[src/rtl/cpu_idecode_if.sv]
// cpu_idecode_if: fetch-to-decode instruction buffer handshake (insn/data words with valids, used strobes back)
interface cpu_idecode_if;
  logic [15:0] insn;
  logic [31:0] insn_data;
  logic        insn_valid;
  logic        insn_data_valid;
  logic        used_insn;
  logic        used_data;
  modport master (output insn, insn_data, insn_valid, insn_data_valid, input used_insn, used_data);
  modport slave (input insn, insn_data, insn_valid, insn_data_valid, output used_insn, used_data);
endinterface

[src/rtl/cpu_idecode.sv]
// cpu_idecode: decode front end (ifid slave port, 16/48-bit length, used strobes, stall/flush idex register, stall_cnt_o; CPU_IDECODE_ILLEGAL_EN adds idex_illegal_o)
module cpu_idecode #(
  parameter logic [7:0] BOOT_OPCODE_NOP = 8'h0f
) (
  input  logic         clk_i,
  input  logic         rst_i,
  cpu_idecode_if.slave ifid,
  input  logic         exid_stall_i,
  input  logic         flush_i,
  output logic         idex_valid_o,
  output logic [1:0]   idex_form_o,
  output logic [7:0]   idex_op_o,
  output logic [3:0]   idex_rA_o,
  output logic [3:0]   idex_rB_o,
  output logic [31:0]  idex_imm_o,
  output logic         idex_long_o,
  output logic [15:0]  stall_cnt_o
`ifdef CPU_IDECODE_ILLEGAL_EN
  ,
  output logic         idex_illegal_o
`endif
);
  typedef enum logic [1:0] {RUN, WAIT_DATA, FLUSH} state_t;
  state_t state, nxt;
  logic [15:0] i;
  logic f1, lng, accept, take;
  logic [1:0] form;
  logic [7:0] op;
  logic [3:0] ra, rb;
  logic [31:0] imm;
  assign i = ifid.insn;
  assign f1 = !i[15];
  assign lng = f1 && (i[15:8] inside {8'h01, 8'h03, 8'h08, 8'h09, 8'h0c, 8'h0d, 8'h1a, 8'h1b, 8'h1d,
                                      8'h1e, 8'h20, 8'h22, 8'h23, 8'h24, 8'h25, 8'h36, 8'h37, 8'h38, 8'h39});
  assign form = f1 ? 2'd0 : {1'b1, i[14]};
  assign op = f1 ? i[15:8] : i[14] ? {4'h0, i[13:10]} : {6'h0, i[13:12]};
  assign ra = f1 ? i[7:4] : i[14] ? 4'h0 : i[11:8];
  assign rb = f1 ? i[3:0] : 4'h0;
  assign imm = f1 ? (lng ? ifid.insn_data : 32'h0) : i[14] ? {{21{i[9]}}, i[9:0], 1'b0} : {24'h0, i[7:0]};
`ifdef CPU_IDECODE_ILLEGAL_EN
  logic ill;
  assign ill = f1 ? (i[15:8] == 8'h00 || i[15:8] > 8'h39) : (i[14] && i[13:10] == 4'hf);
`endif
  assign accept = !idex_valid_o || !exid_stall_i;
  assign take = !rst_i && ifid.insn_valid && accept && !flush_i && state != FLUSH && (!lng || ifid.insn_data_valid);
  assign ifid.used_insn = take;
  assign ifid.used_data = take && lng;
  always_comb begin
    nxt = state;
    if (flush_i) nxt = FLUSH;
    else if (state == FLUSH || take || (state == WAIT_DATA && ifid.insn_valid && !lng)) nxt = RUN;
    else if (ifid.insn_valid && lng && accept) nxt = WAIT_DATA;
  end
  always_ff @(posedge clk_i or posedge rst_i)
    if (rst_i) state <= RUN;
    else state <= nxt;
  always_ff @(posedge clk_i or posedge rst_i)
    if (rst_i) begin
      idex_valid_o <= 1'b0;
      idex_form_o <= 2'd0;
      idex_op_o <= BOOT_OPCODE_NOP;
      idex_rA_o <= 4'h0;
      idex_rB_o <= 4'h0;
      idex_imm_o <= 32'h0;
      idex_long_o <= 1'b0;
      stall_cnt_o <= 16'h0;
`ifdef CPU_IDECODE_ILLEGAL_EN
      idex_illegal_o <= 1'b0;
`endif
    end else begin
      if (nxt == WAIT_DATA && stall_cnt_o != 16'hffff) stall_cnt_o <= stall_cnt_o + 16'd1;
      if (flush_i) begin
        idex_valid_o <= 1'b0;
        idex_op_o <= BOOT_OPCODE_NOP;
      end else if (take) begin
        idex_valid_o <= 1'b1;
        idex_form_o <= form;
        idex_op_o <= op;
        idex_rA_o <= ra;
        idex_rB_o <= rb;
        idex_imm_o <= imm;
        idex_long_o <= lng;
`ifdef CPU_IDECODE_ILLEGAL_EN
        idex_illegal_o <= ill;
`endif
      end else if (accept) idex_valid_o <= 1'b0;
    end
endmodule

[src/flat_wrapper.sv]
// flat-port wrapper written by rule: the top's interface ports become plain ports
module cpu_idecode_flat 
#(
  parameter logic [7:0] BOOT_OPCODE_NOP = 8'h0f
)
  (clk_i, rst_i, exid_stall_i, flush_i, idex_valid_o, idex_form_o, idex_op_o, idex_rA_o, idex_rB_o, idex_imm_o, idex_long_o, stall_cnt_o, ifid_insn, ifid_insn_data, ifid_insn_valid, ifid_insn_data_valid, ifid_used_insn, ifid_used_data);
  cpu_idecode_if ifid_i ();
  input  logic clk_i;
  input  logic rst_i;
  input  logic exid_stall_i;
  input  logic flush_i;
  output logic idex_valid_o;
  output logic [1:0] idex_form_o;
  output logic [7:0] idex_op_o;
  output logic [3:0] idex_rA_o;
  output logic [3:0] idex_rB_o;
  output logic [31:0] idex_imm_o;
  output logic idex_long_o;
  output logic [15:0] stall_cnt_o;
  input wire logic [$bits(ifid_i.insn)-1:0] ifid_insn;
  input wire logic [$bits(ifid_i.insn_data)-1:0] ifid_insn_data;
  input wire logic [$bits(ifid_i.insn_valid)-1:0] ifid_insn_valid;
  input wire logic [$bits(ifid_i.insn_data_valid)-1:0] ifid_insn_data_valid;
  output wire logic [$bits(ifid_i.used_insn)-1:0] ifid_used_insn;
  output wire logic [$bits(ifid_i.used_data)-1:0] ifid_used_data;
  assign ifid_i.insn = ifid_insn;
  assign ifid_i.insn_data = ifid_insn_data;
  assign ifid_i.insn_valid = ifid_insn_valid;
  assign ifid_i.insn_data_valid = ifid_insn_data_valid;
  assign ifid_used_insn = ifid_i.used_insn;
  assign ifid_used_data = ifid_i.used_data;
  cpu_idecode #(.BOOT_OPCODE_NOP(BOOT_OPCODE_NOP)) u_core (.clk_i(clk_i), .rst_i(rst_i), .ifid(ifid_i), .exid_stall_i(exid_stall_i), .flush_i(flush_i), .idex_valid_o(idex_valid_o), .idex_form_o(idex_form_o), .idex_op_o(idex_op_o), .idex_rA_o(idex_rA_o), .idex_rB_o(idex_rB_o), .idex_imm_o(idex_imm_o), .idex_long_o(idex_long_o), .stall_cnt_o(stall_cnt_o));
endmodule
[config.mk]
export PLATFORM = sky130hd
export DESIGN_NAME = cpu_idecode_flat
export DESIGN_NICKNAME = d
export VERILOG_FILES = /design/src/rtl/cpu_idecode_if.sv /design/src/rtl/cpu_idecode.sv /design/src/flat_wrapper.sv
export SDC_FILE = /design/constraint.sdc
export NUM_CORES = 1
export LEC_CHECK = 0
export CORE_AREA = 5 5 83 85
export CTS_BUF_LIST = sky130_fd_sc_hd__clkbuf_16
export CTS_CLUSTER_DIAMETER = 100
export DETAILED_ROUTE_END_ITERATION = 10
export DIE_AREA = 0 0 88 90
export DONT_BUFFER_PORTS = 1
export GPL_TIMING_DRIVEN = 1
export PLACE_DENSITY = 0.74
export SETUP_SLACK_MARGIN = 0.05
export SYNTH_ARGS = -nofsm -noshare
export SYNTH_HDL_FRONTEND = slang
export SYNTH_SLANG_ARGS = --single-unit
export TNS_END_PERCENT = 20
[constraint.sdc]
create_clock -name clk_i -period 3.75 [get_ports clk_i]
set_input_delay 0.5625 -clock clk_i [delete_from_list [all_inputs] [get_ports clk_i]]
set_output_delay 0.5625 -clock clk_i [all_outputs]
set_load 0.01 [all_outputs]
==> flow_metrics.py, run 1 <==
metrics = {
    "synth": {
        "ys_top_cells_by_area": "dfrtp_1 (46%), nor2_1 (6.3%), nand2_1 (4.9%), a221oi_1 (4.0%), a21oi_1 (3.4%)",
        "synthAdderAreaFrac_pct": 0.357,
        "synth_warnings": 0,
        "yosysUniqueCellTypes": 54,
        "synth_top_area_share_pct": 46.4,
        "synth_xor_area_share_pct": 3.50,
        "muxShareOfSynthArea_pct": 3.46,
        "synth.net_count": 411,
        "synth_compound_area_share_pct": 13.8,
        "async_reset_ff_share_pct": 100,
        "synth_flop_cell": "dfrtp_1",
        "post_synth.cell_area_avg_um2": 9.85,
        "synthCells": 356,
        "yosysTopAreaCell": "dfrtp_1",
        "synth-edff-count": 0,
        "synthSimpleGateAreaFrac_pct": 24.6,
        "synth_top_family_by_area": "simple AND/OR/NAND/NOR gates",
        "ys_ff_latch": 69,
        "syn_area_um2": 3510,
        "ys_seq_area_share_pct": 49.4,
    },
    "worst_setup_path": {
        "max_stage_delay_ps": 770,
        "crit_fanout": 28,
        "cp.arrival_ps": 2980,
        "path_buf_inv": 0,
        "cp_slowest_cell": "a21oi_2",
        "path_delay_family": "compound AO/OA/AOI/OAI gates",
        "start_kind": "flop",
        "crit_path_end_kind": "flop",
        "worst-setup-path-type": "reg2reg",
        "required_ps": 3900,
        "crit_chain": "a21bo_2, a2111oi_2, and2_1, a21oi_4, a21oi_2, a21oi_1",
    },
    "global_routing": {
        "grt-ovfl-total": 0,
        "antenna_found_initial": 0,
        "grt_pass1_vias": 2576,
        "grt_pass1_wl_mm": 13.9,
        "grt_use_total_pct": 22.3,
        "grt_max_degree": 70,
    },
    "timing": {
        "finalHoldViolCount": 0,
        "hold_ws_ps": 353,
        "worstMarginPinSlew_ps": 974,
        "fmax_mhz": 354,
        "post-route-period-util_pct": 75.3,
        "drv_slew": 0,
        "fin_setup_tns_ps": 0,
        "setup_viol": 0,
        "timing.final.crit_period_ps": 2830,
        "grt_setup_unrepaired": "no",
        "finalClockSkew_ps": 7.42,
        "maxSlewHeadroom_pct": 35.0,
    },
    "final_layout": {
        "syn2layout_area_growth_pct": 10.3,
        "diodes": 0,
        "final_cell_mix": "dfrtp_1 (65), nor2_1 (59), nand2_1 (46)",
        "design_area_um2": 3870,
        "final_nets": 401,
        "layout_commonest_cell": "dfrtp_1",
        "fin_util_pct": 63.1,
        "fillers": 512,
        "drive_gt1_share_pct": 17.1,
    },
    "floorplan": {
        "placeableCoreArea_um2": 6130,
        "die_w_um": 88,
        "die_area_um2": 7920,
        "pin_count": 124,
        "die_h_um": 90,
        "rows": 29,
        "start_util_pct": 57.2,
    },
    "run_status": {
        "status": "complete, no violations",
    },
    "cts": {
        "post-cts-setup-buffers": 0,
        "cts_buffers": 9,
        "cts_max_path_buffers": 2,
        "insertion_delay_ps": 320,
        "cts.htree.levels": 3,
        "cts-root-buf": "clkbuf_16",
        "cts_tree": "built",
        "clk_pin_slew_worst_paths_ps": 60,
        "cts_resized": 0,
        "postCtsHoldBufs": 0,
        "cts.sinks": 69,
    },
    "placed_design": {
        "place_congestion": 0.833,
        "port_buffers": 0,
        "placed_cell_area_um2": 3510,
        "dp_hpwl_mm": 6.02,
    },
    "drt": {
        "drtIter0Drc": 87,
        "routed_wl_mm": 8.38,
        "dr.pass1.iters": 4,
        "routedWlPerCell_um": 19.6,
        "vias_per_cell": 6.15,
        "via_count": 2631,
        "ant_nets": 0,
        "drc": 0,
    },
    "pwr": {
        "power_density_nw_per_um2": 620,
        "peakVddDrop_v": 0.000464,
        "p_leak_uw": 0.00160,
        "p_total_uw": 2400,
    },
    "hold_path": {
        "hold_path_class": "in2reg",
    },
    "flow_run": {
        "maxCapViolations": 0,
    },
}
[synth_stat cells, types with 2 or more instances]
cell       n
a21oi_1   24
a21oi_2    2
a221oi_1  16
a31o_2     3
and2_1     2
and3_1     3
and4b_1    2
and4bb_2   2
buf_2     10
buf_4      4
buf_6      2
clkbuf_1   9
dfrtp_1   65
dfstp_2    4
inv_1      7
mux2_2     9
mux2i_1    2
nand2_1   46
nand3_1    7
nand3b_1   4
nand4_1    4
nor2_1    59
nor3_1     5
nor3b_1    4
nor4_1     5
nor4_2     7
nor4b_2    3
o211ai_1   2
o21ai_0    6
or2_1      2
xor2_1    13
[worst register-to-register path, stage by stage (launching register included)]
cell       delay [ps]
dfrtp_1           430
a21bo_2           260
a2111oi_2         560
and2_1            270
a21oi_4           190
a21oi_2           770
a21oi_1           170
[final timing paths]
kind | startpoint | to | slack [ps] | depth (start not counted)
max in group asynchronous | rst_i | u_core.idex_imm_o[19]$_DFFE_PP0P_ | 2800 | 2
min | flush_i | u_core.state[1]$_DFF_PP0_ | 350 | 1
min reg2reg | u_core.state[0]$_DFF_PP0_ | u_core.state[1]$_DFF_PP0_ | 510 | 1
min in group asynchronous | rst_i | u_core.stall_cnt_o[11]$_DFFE_PP0P_ | 410 | 2
max | u_core.idex_valid_o$_DFFE_PP0P_ | u_core.idex_imm_o[25]$_DFFE_PP0P_ | 920 | 6
max reg2reg | u_core.idex_valid_o$_DFFE_PP0P_ | u_core.idex_imm_o[25]$_DFFE_PP0P_ | 920 | 6
[state kept, by name (all words and copies together), names as in the netlist]
name,flops
u_core.state,2
u_core.idex_op_o,7
u_core.idex_form_o,2
u_core.idex_rA_o,4
u_core.idex_valid_o,1
u_core.idex_long_o,1
u_core.idex_imm_o,32
u_core.stall_cnt_o,16
u_core.idex_rB_o,4
[cell families after synthesis]
kind of cell             Yosys count
AO/OA/AOI/OAI                     65
XOR/XNOR                          14
adder cells (fa/ha/maj)            1
buffers and inverters             34
flip-flops                        69
multiplexers                      11
other                              1
AND/OR/NAND/NOR                  161
[power by group]
group	total (uW)	internal [uW]	switching, uW
Combinational	251	111	140
Sequential	1130	909	218
Clock	1020	714	306
Total	2400	1730	663
[through the flow]
| step | worst slack (ps) | std cells |
|---|---|---|
| 2_1_floorplan | 548 | 356 |
| 3_3_place_gp | 954 | 412 |
| 3_5_place_dp | 806 | 412 |
| 4_1_cts | 911 | 428 |
| 5_1_grt | 633 | 428 |
| 6_report | 925 | 428 |
[area by class of cell]
| type | instances | area [um2] | area share [%] |
|---|---|---|---|
| clock buffers | 9 | 225 | 5.82 |
| flip-flops and latches | 69 | 1730 | 44.7 |
| inverters | 8 | 30.0 | 0.776 |
| well taps | 77 | 96.3 | 2.49 |
| multi-input cells | 253 | 1610 | 41.7 |
| clock inverters | 7 | 136 | 3.52 |
| repair buffers | 5 | 37.5 | 0.970 |
[routing by layer]
metal / global-route usage (%) / share of wire [%] / vias up
met5: 0 / 0 / -
met4: 5.12 / 0.54 / 0
met3: 9.32 / 10 / 5
met2: 32.9 / 47 / 107
met1: 30.6 / 42 / 1280
li1: - / - / 1239
No activity file was read; power rests on OpenSTA's default activity.
==> run 2, diff against run 1 <==
- CORE_AREA: 5 5 83 85 -> 5 5 85 87
- DIE_AREA: 0 0 88 90 -> 0 0 90 92
- clock period: 3.75 -> 2.5 ns (I/O delays scaled with it)
==> flow_metrics.py, run 2 (same netlist as run 1, synthesis figures left out) <==
metrics = {
    "run_status": {
        "status": "complete, no violations",
    },
    "drt": {
        "drtIter0Drc": 145,
        "drc": 0,
        "vias_per_cell": 6.19,
        "dr.pass1.iters": 4,
        "via_count": 2688,
        "ant_nets": 0,
        "routed_wl_mm": 8.69,
        "routedWlPerCell_um": 20.0,
    },
    "floorplan": {
        "die_h_um": 92,
        "placeableCoreArea_um2": 6280,
        "rows": 29,
        "die_w_um": 90,
        "pin_count": 124,
        "start_util_pct": 55.9,
        "die_area_um2": 8280,
    },
    "pwr": {
        "peakVddDrop_v": 0.000536,
        "p_leak_uw": 0.00162,
        "p_total_uw": 3340,
        "power_density_nw_per_um2": 836,
    },
    "timing": {
        "fmax_mhz": 427,
        "grt_setup_unrepaired": "no",
        "finalHoldViolCount": 0,
        "fin_setup_tns_ps": 0,
        "drv_slew": 0,
        "hold_ws_ps": 160,
        "finalClockSkew_ps": 3.52,
        "post-route-period-util_pct": 93.7,
        "timing.final.crit_period_ps": 2340,
        "setup_viol": 0,
        "worstMarginPinSlew_ps": 849,
        "maxSlewHeadroom_pct": 43.4,
    },
    "cts": {
        "cts_tree": "built",
        "cts_max_path_buffers": 2,
        "clk_pin_slew_worst_paths_ps": 50,
        "cts_buffers": 9,
        "insertion_delay_ps": 330,
        "cts.htree.levels": 3,
        "post-cts-setup-buffers": 0,
        "cts-root-buf": "clkbuf_16",
        "cts.sinks": 69,
    },
    "worst_setup_path": {
        "crit_fanout": 21,
        "required_ps": 2120,
        "worst-setup-path-type": "reg2out",
        "crit_path_end_kind": "primary output",
        "start_kind": "flop",
        "r2r_setup_slack_ps": 350,
        "cp.arrival_ps": 1970,
        "r2r.worst_path.cells": 7,
    },
    "global_routing": {
        "antenna_found_initial": 0,
        "grt-ovfl-total": 0,
        "grt_max_degree": 70,
        "grt_pass1_wl_mm": 13.9,
        "grt_use_total_pct": 20.5,
        "grt_pass1_vias": 2611,
    },
    "placed_design": {
        "placed_cell_area_um2": 3680,
        "port_buffers": 0,
        "dp_hpwl_mm": 6.11,
        "place_congestion": 0.838,
    },
    "final_layout": {
        "top_register": "u_core.idex_imm_o",
        "fin_util_pct": 63.7,
        "final_cell_mix": "dfrtp_1 (65), nor2_1 (58), nand2_1 (46)",
        "diodes": 0,
        "largest_reg_flops": 32,
        "top_regs": "u_core.idex_imm_o x32, u_core.stall_cnt_o x16, u_core.idex_op_o x7",
        "design_area_um2": 4000,
        "syn2layout_area_growth_pct": 14.1,
        "final_nets": 407,
        "layout_commonest_cell": "dfrtp_1",
        "drive_gt1_share_pct": 20.2,
    },
    "flow_run": {
        "maxCapViolations": 0,
    },
    "hold_path": {
        "worst_hold_path.num_cells": 1,
        "hold_path_class": "in2reg",
    },
}
[run 2: changes by cell type in the layout (fill, tap and decap cells not counted), sizes merged]
cell	previous run	this run
buf	5	11
bufinv	4	1
clkinv	2	5
clkinvlp	0	2
inv	9	7
[run 2: final cells by class]
| type | instances | area, um2 |
|---|---|---|
| well taps | 77 | 96.3 |
| flip-flops and latches | 69 | 1730 |
| fillers | 502 | 2280 |
| repair buffers | 11 | 120 |
| clock inverters | 7 | 65.1 |
| clock buffers | 9 | 225 |
| inverters | 8 | 38.8 |
| multi-input cells | 253 | 1720 |
[run 2: per-stage QoR]
stage               worst slack (ps)  cells
finish                           157    434
global route                    62.6    434
CTS                             34.3    434
detailed placement              40.0    418
global placement                73.3    418
floorplan                       -134    356
[run 2: critical path, cell delays in order (launching register included)]
cell and delay [ps]:
dfrtp_1 420, a21bo_2 230, a2111oi_4 60, and2_4 160
a21oi_4 370, clkinv_4 190, buf_12 200
[run 2: report_power, final]
part | internal, uW | total (uW) | leakage [uW] | switching [uW]
combinational | 194 | 434 | 0.000647 | 239
sequential | 1360 | 1680 | 0.000829 | 315
clock | 766 | 1230 | 0.000143 | 466
[run 2: timing repair]
item	CTS	global route
resized for setup	2	3
pin swaps	0	1
hold buffers	0	0
endpoints found under the setup margin	2	2
[run 2: worst paths after layout]
kind,from,endpoint
worst max-delay path,u_core.idex_valid_o$_DFFE_PP0P_,ifid_used_insn
worst min-delay path,flush_i,u_core.state[1]$_DFF_PP0_
worst max register to register,u_core.idex_valid_o$_DFFE_PP0P_,u_core.stall_cnt_o[1]$_DFFE_PP0P_
worst min register to register,u_core.state[0]$_DFF_PP0_,u_core.state[1]$_DFF_PP0_
max in group asynchronous,rst_i,u_core.idex_imm_o[30]$_DFFE_PP0P_
min in group asynchronous,rst_i,u_core.state[0]$_DFF_PP0_
[run 2: routing by layer]
layer / GRT usage [%] / up-vias / part of all wire [%]
met5: 0 / - / 0
met2: 31.4 / 114 / 48
met1: 27.0 / 1322 / 41
met4: 7.32 / 0 / 1.3
li1: - / 1243 / -
met3: 7.53 / 9 / 9.2
